==> src/rtl/tick_divider_if.sv <==
// Control and status bundle for tick_divider.
// master: drives en/clr/load/div_in, reads tick/sq/div_q.
// slave: the divider itself.
interface tick_divider_if #(
    parameter int DIV_W = 24
);
    logic             en;
    logic             clr;
    logic             load;
    logic [DIV_W-1:0] div_in;
    logic             tick;
    logic             sq;
    logic [DIV_W-1:0] div_q;

    modport master (
        output en,
        output clr,
        output load,
        output div_in,
        input  tick,
        input  sq,
        input  div_q
    );

    modport slave (
        input  en,
        input  clr,
        input  load,
        input  div_in,
        output tick,
        output sq,
        output div_q
    );
endinterface

==> src/rtl/tick_divider.sv <==
// Runtime-loadable clock-enable generator: one-cycle tick and a
// near-50% square wave per divisor period.
// Ports: clk, rst (async, active high), bus (tick_divider_if.slave):
//   en/clr/load/div_in in; tick/sq/div_q out (all registered).
module tick_divider #(
    parameter int          DIV_W       = 24,
    parameter int unsigned DEFAULT_DIV = 2_500_000
) (
    input  logic          clk,
    input  logic          rst,
    tick_divider_if.slave bus
);
    localparam logic [DIV_W-1:0] DEF_DIV = DIV_W'(DEFAULT_DIV);
    localparam logic [DIV_W-1:0] MIN_DIV = DIV_W'(2);

    logic [DIV_W-1:0] cnt_q;
    logic [DIV_W-1:0] cnt_d;
    logic [DIV_W-1:0] div_q;
    logic [DIV_W-1:0] div_d;
    logic             tick_q;
    logic             tick_d;
    logic             sq_q;
    logic             sq_d;
    logic             last;

    // div_q is never below 2, so div_q-1 cannot underflow.
    assign last = (cnt_q == div_q - DIV_W'(1));

    always_comb begin
        cnt_d  = cnt_q;
        div_d  = div_q;
        tick_d = 1'b0;
        sq_d   = sq_q;
        if (bus.load) begin
            div_d = (bus.div_in < MIN_DIV) ? MIN_DIV : bus.div_in;
            cnt_d = '0;
            sq_d  = 1'b0;
        end else if (bus.clr) begin
            cnt_d = '0;
            sq_d  = 1'b0;
        end else begin
            if (bus.en) begin
                cnt_d  = last ? '0 : cnt_q + DIV_W'(1);
                tick_d = last;
            end
            // Upper half of the count drives SQ high; when paused
            // cnt_d equals cnt_q, so SQ holds its value.
            sq_d = (cnt_d >= (div_q >> 1));
        end
    end

    always_ff @(posedge clk or posedge rst) begin
        if (rst) begin
            cnt_q  <= '0;
            div_q  <= DEF_DIV;
            tick_q <= 1'b0;
            sq_q   <= 1'b0;
        end else begin
            cnt_q  <= cnt_d;
            div_q  <= div_d;
            tick_q <= tick_d;
            sq_q   <= sq_d;
        end
    end

    assign bus.tick  = tick_q;
    assign bus.sq    = sq_q;
    assign bus.div_q = div_q;
endmodule

==> src/flat_wrapper.sv <==
// flat-port wrapper written by rule: the top's interface ports become plain ports
module tick_divider_flat 
#(
    parameter int          DIV_W       = 24,
    parameter int unsigned DEFAULT_DIV = 2_500_000
)
  (clk, rst, bus_en, bus_clr, bus_load, bus_div_in, bus_tick, bus_sq, bus_div_q);
  tick_divider_if #(.DIV_W(DIV_W)) bus_i ();
  input  logic clk;
  input  logic rst;
  input wire logic [$bits(bus_i.en)-1:0] bus_en;
  input wire logic [$bits(bus_i.clr)-1:0] bus_clr;
  input wire logic [$bits(bus_i.load)-1:0] bus_load;
  input wire logic [$bits(bus_i.div_in)-1:0] bus_div_in;
  output wire logic [$bits(bus_i.tick)-1:0] bus_tick;
  output wire logic [$bits(bus_i.sq)-1:0] bus_sq;
  output wire logic [$bits(bus_i.div_q)-1:0] bus_div_q;
  assign bus_i.en = bus_en;
  assign bus_i.clr = bus_clr;
  assign bus_i.load = bus_load;
  assign bus_i.div_in = bus_div_in;
  assign bus_tick = bus_i.tick;
  assign bus_sq = bus_i.sq;
  assign bus_div_q = bus_i.div_q;
  tick_divider #(.DIV_W(DIV_W), .DEFAULT_DIV(DEFAULT_DIV)) u_core (.clk(clk), .rst(rst), .bus(bus_i));
endmodule
==> config.mk <==
export PLATFORM = sky130hd
export DESIGN_NAME = tick_divider_flat
export DESIGN_NICKNAME = d
export VERILOG_FILES = /design/src/rtl/tick_divider_if.sv /design/src/rtl/tick_divider.sv /design/src/flat_wrapper.sv
export SDC_FILE = /design/constraint.sdc
export NUM_CORES = 1
export LEC_CHECK = 0
export ABC_AREA = 0
export CAP_MARGIN = 20
export CORE_ASPECT_RATIO = 0.9
export CORE_MARGIN = 5
export CORE_UTILIZATION = 50
export CTS_CLUSTER_SIZE = 20
export DETAILED_ROUTE_END_ITERATION = 16
export PLACE_DENSITY = 0.84
export SLEW_MARGIN = 20
export SYNTH_ARGS = -nofsm -noshare
export SYNTH_HDL_FRONTEND = slang
export SYNTH_SLANG_ARGS = --single-unit
==> constraint.sdc <==
create_clock -name clk -period 9.7 [get_ports clk]
set_input_delay 1.94 -clock clk [delete_from_list [all_inputs] [get_ports clk]]
set_output_delay 1.94 -clock clk [all_outputs]
set_load 0.01 [all_outputs]
==> flow_summary.ini, run 1 <==
[die]
dieArea_mm2 = 0.00920
die_w_um = 101
die_height_um = 91.5
start_util_pct = 51.9
num_io_pins = 55
coreArea_mm2 = 0.00711
rows = 29

[setup_path]
cp-end-kind = flop
criticalPathCategory = in2reg
crit_fanout = 9
rr_worst_depth = 13
crit_cells = 14
cpMostUsedCell = o21ai_0
cp.arrival_ps = 5800
cp_data_required_time_ps = 9900
path_cells = clkdlybuf4s50_1, o211a_1, o21ai_0, nor4_1, nand4_1, a2111oi_4, nor2_1, ha_1, a2111oi_0, o21ai_0, a221oi_1, o31ai_1, a21oi_1, o22ai_1
critPathSlowestCell = a2111oi_4
cp_num_buf_inv = 1
crit_path_max_incr_delay_ps = 670
cp-start-kind = input port
cp_top_family = compound AO/OA/AOI/OAI gates

[min_path]
holdPathStages = 2
hp-class = reg2reg

[cts]
hold_buffers = 0
clockBufferDepth = 2
cts_resized = 0
cts.sinks = 50
cts_max_level = 2
clock_latency_ps = 320
root_buffer = clkbuf_8
path_clk_slew_ps = 90
tritoncts = yes
post_cts_buffers = 0
numCtsBuffers = 5

[run_status]
status = complete, no violations

[synth]
ys_types = 52
syn_inst = 428
synth_area_per_cell_um2 = 8.62
async_flop_share_pct = 100
ys.flop_type = dfrtp_1
yosysSeqAreaShare_pct = 34.2
synth_edf_count = 0
yosys_register_bits = 50
yosysWarnings = 0
syn-cell-area_mm2 = 0.00369
syn_nets = 482

[placement]
dpl.hpwl_um = 7810
place_congestion = 0.950
dpl_cell_area_mm2 = 0.00429
port_buffers = 54

[drt]
via_count = 3420
firstDrtPassIters = 5
drt-initial-drc-count = 203
wl_per_cell_um = 17.7
ant_nets = 0
route.detailed.drc = 0
viasPerCell = 6.01
routed_wirelength_um = 10100

[power_and_ir_drop]
power_frac_comb_pct = 23.3
power.switching_mw = 0.148
ir_drop_mv = 0.0710
switching_share_pct = 31.0
leakagePower_nw = 1.90
power.density_mw_per_mm2 = 109
p_clk_share_pct = 27.1
p_int_mw = 0.330
total_power_mw = 0.479
power_frac_seq_pct = 49.6

[timing]
hold_viol = 0
min_period_ps = 5600
hold_slack_ps = 571
finalClockSkew_ps = 6.00
finalSetupViolCount = 0
fmax_ghz = 0.179
timing.final.max_slew_violations = 0
tns_ps = 0
tightestPinTransition_ps = 887
min_period_over_period_pct = 57.7
slew_headroom_pct = 40.8
rsz0062_at_grt = no

[finish]
layout_common_cells = clkdlybuf4s50_1, dfrtp_1, nand2_1
final_common_cell = clkdlybuf4s50_1
syn_to_final_growth_pct = 18.6
fin_area_mm2 = 0.00438
drive_gt1_share_pct = 6.93
fin_util_pct = 61.6
n_antenna_cell = 0
layout.nets = 529

[global_route]
grt-ovfl-total = 0
grt_max_degree = 51
grt_pass1_wl_um = 16600
antenna_found_initial = 0
grt_pass1_vias = 3299
grt_use_total_pct = 22.7

[run]
maxCapViolCount = 0
[sequential cells by signal (all words and copies together) (netlist names)]
register	flops
u_core.bus.div_q	24
u_core.bus.sq	1
u_core.bus.tick	1
u_core.cnt_q	24
[layout make-up]
cell class / instances / area (µm²)
clock inverter: 1 / 5.00
fill: 645 / 2730
multi-input combinational: 331 / 2230
sequential: 50 / 1260
clock buffer: 7 / 86.3
tap: 93 / 116
inverter: 29 / 110
timing repair buffer: 58 / 571
[tightest hold or removal path: stages (launching register included)]
cell and delay [ps]:
dfstp_2 400, inv_1 90, o21ai_0 80
[logic make-up after synthesis]
kind of cell               Yosys count  share of synthesized area [%]
AOI/OAI and AO/OA                   67                           12.8
xor gates and xnor gates            53                           12.6
adders and majority gates           25                           8.47
buffers and inverters               47                           5.46
DFF                                 50                           34.2
muxes                                3                          0.814
and+or+nand+nor                    183                           25.7
[cell usage after synthesis (2+ instances only)]
master	instances	area, µm²
dfstp_2	8	210
nand2b_1	4	25.0
nand2_1	41	154
nor2_1	36	135
and4_1	2	17.5
a31oi_1	4	25.0
nand3_1	13	65.1
and3_1	7	43.8
o31ai_1	2	15.0
dfrtp_1	42	1050
clkbuf_1	12	45.0
buf_6	2	22.5
or4_1	2	15.0
nor2_2	2	12.5
a211o_1	2	17.5
nor4_1	13	81.3
xor2_1	28	245
o22ai_1	2	12.5
a21o_1	5	37.5
inv_1	29	109
and2_1	2	12.5
buf_4	2	15.0
o211a_1	2	20.0
a21oi_1	8	40.0
nor3_1	35	175
o21ai_0	30	150
xnor2_1	25	219
nor3b_1	3	22.5
ha_1	25	313
a2111oi_4	2	55.1
nand4_1	12	75.1
o21a_1	3	22.5
or4_4	2	22.5
mux2i_1	3	30.0
[power by group through the flow]
stage / sequential [mW] / clock [mW] / combinational [mW]
2_1_floorplan: 0.240 / 0 / 0.0600
3_3_place_gp: 0.240 / 0 / 0.108
3_5_place_dp: 0.241 / 0 / 0.111
4_1_cts: 0.237 / 0.132 / 0.111
5_1_grt: 0.240 / 0.139 / 0.122
6_report: 0.237 / 0.130 / 0.112
[through the flow]
step / instances / setup slack (ps)
final: 569 / 4100
after global routing: 569 / 3760
after CTS: 569 / 4190
after detailed placement: 561 / 3880
after global placement: 561 / 4090
after floorplan: 428 / 4670
[worst paths after layout]
path | start | to | slack, ps
min in group asynchronous | rst | u_core.bus.div_q[20]$_DFFE_PP0P_ | 2100
max in group asynchronous | rst | u_core.cnt_q[4]$_DFF_PP0_ | 7070
worst max-delay path | bus_en | u_core.bus.sq$_DFF_PP0_ | 4100
worst min-delay path | u_core.bus.div_q[17]$_DFFE_PP1P_ | u_core.bus.div_q[17]$_DFFE_PP1P_ | 570
worst min register to register | u_core.bus.div_q[17]$_DFFE_PP1P_ | u_core.bus.div_q[17]$_DFFE_PP1P_ | 570
worst max register to register | u_core.bus.div_q[1]$_DFFE_PP0P_ | u_core.bus.sq$_DFF_PP0_ | 4920
[routing by layer]
metal / global-route usage (%) / wire length [µm] / vias to the layer above
li1: - / - / 1601
met1: 31.3 / 4450 / 1642
met2: 34.3 / 4560 / 152
met3: 5.67 / 836 / 25
met4: 8.31 / 225 / 0
met5: 0 / 0 / -
Power figures use the tool's default switching activity.
==> run 2: changes to the inputs <==
--- a/config.mk
+++ b/config.mk
@@ -12,7 +12,7 @@
 export CORE_UTILIZATION = 50
 export CTS_CLUSTER_SIZE = 20
 export DETAILED_ROUTE_END_ITERATION = 16
-export PLACE_DENSITY = 0.84
+export PLACE_DENSITY = 0.87
 export SLEW_MARGIN = 20
 export SYNTH_ARGS = -nofsm -noshare
 export SYNTH_HDL_FRONTEND = slang
==> constraint.sdc (replaced) <==
create_clock -name clk -period 5.1 [get_ports clk]
set_input_delay 1.02 -clock clk [delete_from_list [all_inputs] [get_ports clk]]
set_output_delay 1.02 -clock clk [all_outputs]
set_load 0.01 [all_outputs]
==> run 2 against run 1 <==
Net effect:
- critical path type is now reg2reg
- flip-flop and latch count did not move
- first-iteration DRC count is 23% higher
- clock power grew 89%
- final cell count increased by 0.53%
- routed wire length hardly changed
- via count shrank 0.18%
- non-clock buffer count grew 3
- power grew 90%
==> flow_summary.ini, run 2 (synthesis gave the netlist of run 1 again) <==
[run_status]
status = complete, no violations

[timing]
slew_headroom_pct = 42.5
finalClockSkew_ps = 8.49
min_period_over_period_pct = 87.8
hold_viol = 0
finalSetupViolCount = 0
tightestPinTransition_ps = 862
timing.final.max_slew_violations = 0
tns_ps = 0
fmax_ghz = 0.223
rsz0062_at_grt = no
min_period_ps = 4480

[global_route]
grt_pass1_vias = 3354
grt_pass1_wl_um = 16800
grt_max_degree = 51
antenna_found_initial = 0
grt_use_total_pct = 22.9
grt-ovfl-total = 0

[setup_path]
startpoint = u_core.bus.div_q[1]$_DFFE_PP0P_
r2r_setup_slack_ps = 620
crit_fanout = 8
cp.arrival_ps = 4690
r2r-end = u_core.bus.sq$_DFF_PP0_
r2r-start = u_core.bus.div_q[1]$_DFFE_PP0P_
rr_worst_depth = 18
cp-start-kind = flop
cp-endpoint = u_core.bus.sq$_DFF_PP0_
cp-end-kind = flop
cp_data_required_time_ps = 5310
criticalPathCategory = reg2reg

[power_and_ir_drop]
p_int_mw = 0.618
power.density_mw_per_mm2 = 207
power_frac_comb_pct = 23.4
leakagePower_nw = 1.91
ir_drop_mv = 0.115
power.switching_mw = 0.293
power_frac_seq_pct = 49.6
switching_share_pct = 32.2
p_clk_share_pct = 27.0

[die]
dieArea_mm2 = 0.00920
die_w_um = 101
rows = 29
coreArea_mm2 = 0.00711
start_util_pct = 51.9
num_io_pins = 55
die_height_um = 91.5

[finish]
drive_gt1_share_pct = 7.72
syn_to_final_growth_pct = 19.3
layout_common_cells = clkdlybuf4s50_1, dfrtp_1, nand2_1
n_antenna_cell = 0
layout.nets = 532
nFillCells = 640
final_common_cell = clkdlybuf4s50_1
final_cells = 572
largestRegisters = u_core.bus.div_q: 24 flops, u_core.cnt_q: 24 flops
fin_area_mm2 = 0.00440

[cts]
cts_max_level = 2
path_clk_slew_ps = 100
numCtsBuffers = 5
cts.sinks = 50
clock_latency_ps = 320
hold_buffers = 0
tritoncts = yes
clockBufferDepth = 2
post_cts_buffers = 0
cts_resized = 0
root_buffer = clkbuf_8

[placement]
dpl.hpwl_um = 7920
place_congestion = 0.922
placedCellCount = 564
dpl_cell_area_mm2 = 0.00431
port_buffers = 54

[drt]
viasPerCell = 5.97
via_count = 3414
route.detailed.drc = 0
routed_wirelength_um = 10100
ant_nets = 0
wl_per_cell_um = 17.6
firstDrtPassIters = 6
drt-initial-drc-count = 249

[run]
maxCapViolCount = 0

[min_path]
hp-class = reg2reg
## run 2: area by class of cell
type | count | area [µm²] | share of cell area [%]
clock buffer | 5 | 68.8 | 1.56
clock inverter | 3 | 23.8 | 0.540
inverter | 29 | 110 | 2.50
multi-input combinational | 331 | 2230 | 50.6
sequential | 50 | 1260 | 28.7
tap | 93 | 116 | 2.64
timing repair buffer | 61 | 593 | 13.5
## run 2: critical path, cell delays in order, from the launching register on
cell and delay (ps):
dfrtp_1 490, inv_1 90, ha_1 230, nor3b_1 200, buf_4 200, nand4_1 180, xnor2_1 190, nor4_1 280
nand4_1 260, a2111oi_4 610, buf_4 270, nor2_2 50, ha_1 170, a2111oi_0 350, o21ai_0 150, a221oi_1 270
o31ai_1 100, a21oi_1 140, o22ai_1 100
## run 2: power by group through the flow
stage / clock network [mW] / logic (mW) / registers (mW)
3_5_place_dp: 0 / 0.212 / 0.459
2_1_floorplan: 0 / 0.114 / 0.456
4_1_cts: 0.247 / 0.213 / 0.451
6_report: 0.246 / 0.213 / 0.452
5_1_grt: 0.262 / 0.234 / 0.456
3_3_place_gp: 0 / 0.207 / 0.457
## run 2: worst min path at each step
stage                                          start                          endpoint  slack (ps)  depth (start not counted)
CTS                 u_core.bus.div_q[17]$_DFFE_PP1P_  u_core.bus.div_q[17]$_DFFE_PP1P_         560                          2
detailed placement  u_core.bus.div_q[17]$_DFFE_PP1P_  u_core.bus.div_q[17]$_DFFE_PP1P_         550                          2
global route        u_core.bus.div_q[18]$_DFFE_PP1P_  u_core.bus.div_q[18]$_DFFE_PP1P_         600                          2
finish              u_core.bus.div_q[17]$_DFFE_PP1P_  u_core.bus.div_q[17]$_DFFE_PP1P_         570                          2
floorplan           u_core.bus.div_q[17]$_DFFE_PP1P_  u_core.bus.div_q[17]$_DFFE_PP1P_         520                          2
global placement    u_core.bus.div_q[17]$_DFFE_PP1P_  u_core.bus.div_q[17]$_DFFE_PP1P_         550                          2
## run 2: metal layers
metal	global-route usage, %	vias to the layer above	share of wire (%)
li1	-	1598	-
met1	32.3	1644	45
met2	36.4	154	46
met3	3.91	18	7.6
met4	5.61	0	1.6
met5	0	-	0
## run 2: stage by stage
step	setup slack, ps	utilization, %	power (mW)	hold WS [ps]
final	620	61.9	0.911	569
after global routing	324	61.9	0.953	599
after CTS	685	61.9	0.911	562
after detailed placement	505	60.6	0.670	548
after global placement	647	60.6	0.664	548
after floorplan	822	-	0.570	523
==> run 3: changes to the inputs <==
--- a/config.mk
+++ b/config.mk
@@ -9,10 +9,10 @@
 export CAP_MARGIN = 20
 export CORE_ASPECT_RATIO = 0.9
 export CORE_MARGIN = 5
-export CORE_UTILIZATION = 50
+export CORE_UTILIZATION = 49
 export CTS_CLUSTER_SIZE = 20
 export DETAILED_ROUTE_END_ITERATION = 16
-export PLACE_DENSITY = 0.87
+export PLACE_DENSITY = 0.85
 export SLEW_MARGIN = 20
 export SYNTH_ARGS = -nofsm -noshare
 export SYNTH_HDL_FRONTEND = slang
==> run 3 against run 2 <==
Net effect:
- clock power fell by 4%
- worst hold slack worse by 16 ps
- via count down 3.2%
- final cell count increased by 0.17%
- clock skew is 4.7 ps higher
- sequential power is essentially flat
- sequential share of layout area increased by 0.073 points
- critical path type unchanged
- critical endpoint unchanged
- largest power group unchanged
==> flow_summary.ini, run 3 (synthesis gave the netlist of run 1 again) <==
[drt]
via_count = 3306
routed_wirelength_um = 10000
firstDrtPassIters = 5
ant_nets = 0
drt-initial-drc-count = 218
viasPerCell = 5.77
route.detailed.drc = 0
wl_per_cell_um = 17.4

[run_status]
status = complete, no violations

[cts]
cts.sinks = 50
path_clk_slew_ps = 100
post_cts_buffers = 0
root_buffer = clkbuf_8
cts_resized = 0
numCtsBuffers = 5
clockBufferDepth = 2
clock_latency_ps = 300
cts_max_level = 2
hold_buffers = 0
tritoncts = yes

[timing]
tns_ps = 0
finalSetupViolCount = 0
finalClockSkew_ps = 13.2
timing.final.max_slew_violations = 0
hold_viol = 0
min_period_over_period_pct = 91.1
fmax_ghz = 0.215
rsz0062_at_grt = no
min_period_ps = 4650
slew_headroom_pct = 41.9
tightestPinTransition_ps = 870

[setup_path]
path_cells = or4_1, nor4_1, o32ai_1, a21o_1, a211o_1, a2111oi_4, nor2_1, ha_1, a2111oi_0, o21ai_0, a221oi_1, o31ai_1, a21oi_1, o22ai_1
cp-start-kind = flop
rr_worst_depth = 14
cp_data_required_time_ps = 5270
criticalPathCategory = reg2reg
crit_fanout = 9
crit_path_max_incr_delay_ps = 680
crit_cells = 14
critPathSlowestCell = or4_1
cp_top_family = compound AO/OA/AOI/OAI gates
cp.arrival_ps = 4820
cp-end-kind = flop
cp_num_buf_inv = 0

[finish]
fin_util_pct = 59.1
syn_to_final_growth_pct = 18.9
nFillCells = 675
final_common_cell = clkdlybuf4s50_1
layout.nets = 530
largestRegisters = u_core.bus.div_q: 24 flops, u_core.cnt_q: 24 flops
layout_common_cells = clkdlybuf4s50_1, dfrtp_1, nand2_1
n_antenna_cell = 0
drive_gt1_share_pct = 7.34

[placement]
dpl.hpwl_um = 7910
port_buffers = 54
place_congestion = 0.972

[run]
maxCapViolCount = 0

[die]
coreArea_mm2 = 0.00743
die_w_um = 101
dieArea_mm2 = 0.00937
rows = 30
num_io_pins = 55
start_util_pct = 49.7
die_height_um = 92.3

[global_route]
grt_pass1_vias = 3324
grt_max_degree = 51
antenna_found_initial = 0
grt_pass1_wl_um = 16700
grt-ovfl-total = 0
grt_use_total_pct = 22.4

[power_and_ir_drop]
leakagePower_nw = 1.90
total_power_mw = 0.900
power.density_mw_per_mm2 = 205
ir_drop_mv = 0.130

[min_path]
hp-class = reg2reg
holdPathStages = 2
==> run 3: path summary, 6_finish.rpt <==
check / startpoint / endpoint / slack, ps
worst min-delay path: u_core.bus.div_q[17]$_DFFE_PP1P_ / u_core.bus.div_q[17]$_DFFE_PP1P_ / 550
min in group asynchronous: rst / u_core.bus.div_q[3]$_DFFE_PP0P_ / 1190
max in group asynchronous: rst / u_core.cnt_q[7]$_DFF_PP0_ / 3390
worst max register to register: u_core.bus.div_q[1]$_DFFE_PP0P_ / u_core.bus.sq$_DFF_PP0_ / 450
worst min register to register: u_core.bus.div_q[17]$_DFFE_PP1P_ / u_core.bus.div_q[17]$_DFFE_PP1P_ / 550
worst max-delay path: u_core.bus.div_q[1]$_DFFE_PP0P_ / u_core.bus.sq$_DFF_PP0_ / 450
==> run 3: where the power goes <==
group | leakage [nW] | switching [mW] | internal [mW] | total [mW]
Combinational | 1.22 | 0.111 | 0.101 | 0.212
Clock | 0.0452 | 0.138 | 0.0973 | 0.236
Sequential | 0.640 | 0.0338 | 0.419 | 0.452
==> run 3: per-stage QoR <==
stage / hold slack, ps / cells / instance area [µm²] / worst slack [ps]
floorplan: 523 / 428 / 3690 / 822
global placement: 537 / 565 / 4300 / 533
detailed placement: 542 / 565 / 4300 / 332
CTS: 553 / 573 / 4380 / 494
global route: 576 / 573 / 4390 / 20.2
finish: 553 / 573 / 4390 / 453
==> run 3: metal layers <==
layer  wire (µm)  GRT usage (%)  part of all wire [%]
met1        4650           32.6                    47
met2        4590           35.8                    46
met3         656           3.31                   6.6
met4         106           3.88                   1.1
met5           0              0                     0
==> run 3: layout make-up <==
cell class	count	area [µm²]	share of cell area (%)
multi-input cells	331	2230	50.9
clock buffers	6	72.6	1.65
flip-flops and latches	50	1260	28.7
inverters	29	110	2.51
clock inverters	2	13.8	0.313
well taps	96	120	2.74
repair buffers	59	578	13.2
==> run 3: worst register-to-register path: cells and delay by family (launching register included) <==
| kind | cells | cell delay (ps) |
|---|---|---|
| AND/OR/NAND/NOR | 3 | 1070 |
| adder cells (fa/ha/maj) | 1 | 320 |
| flip-flops | 1 | 470 |
| AO/OA/AOI/OAI | 10 | 2660 |
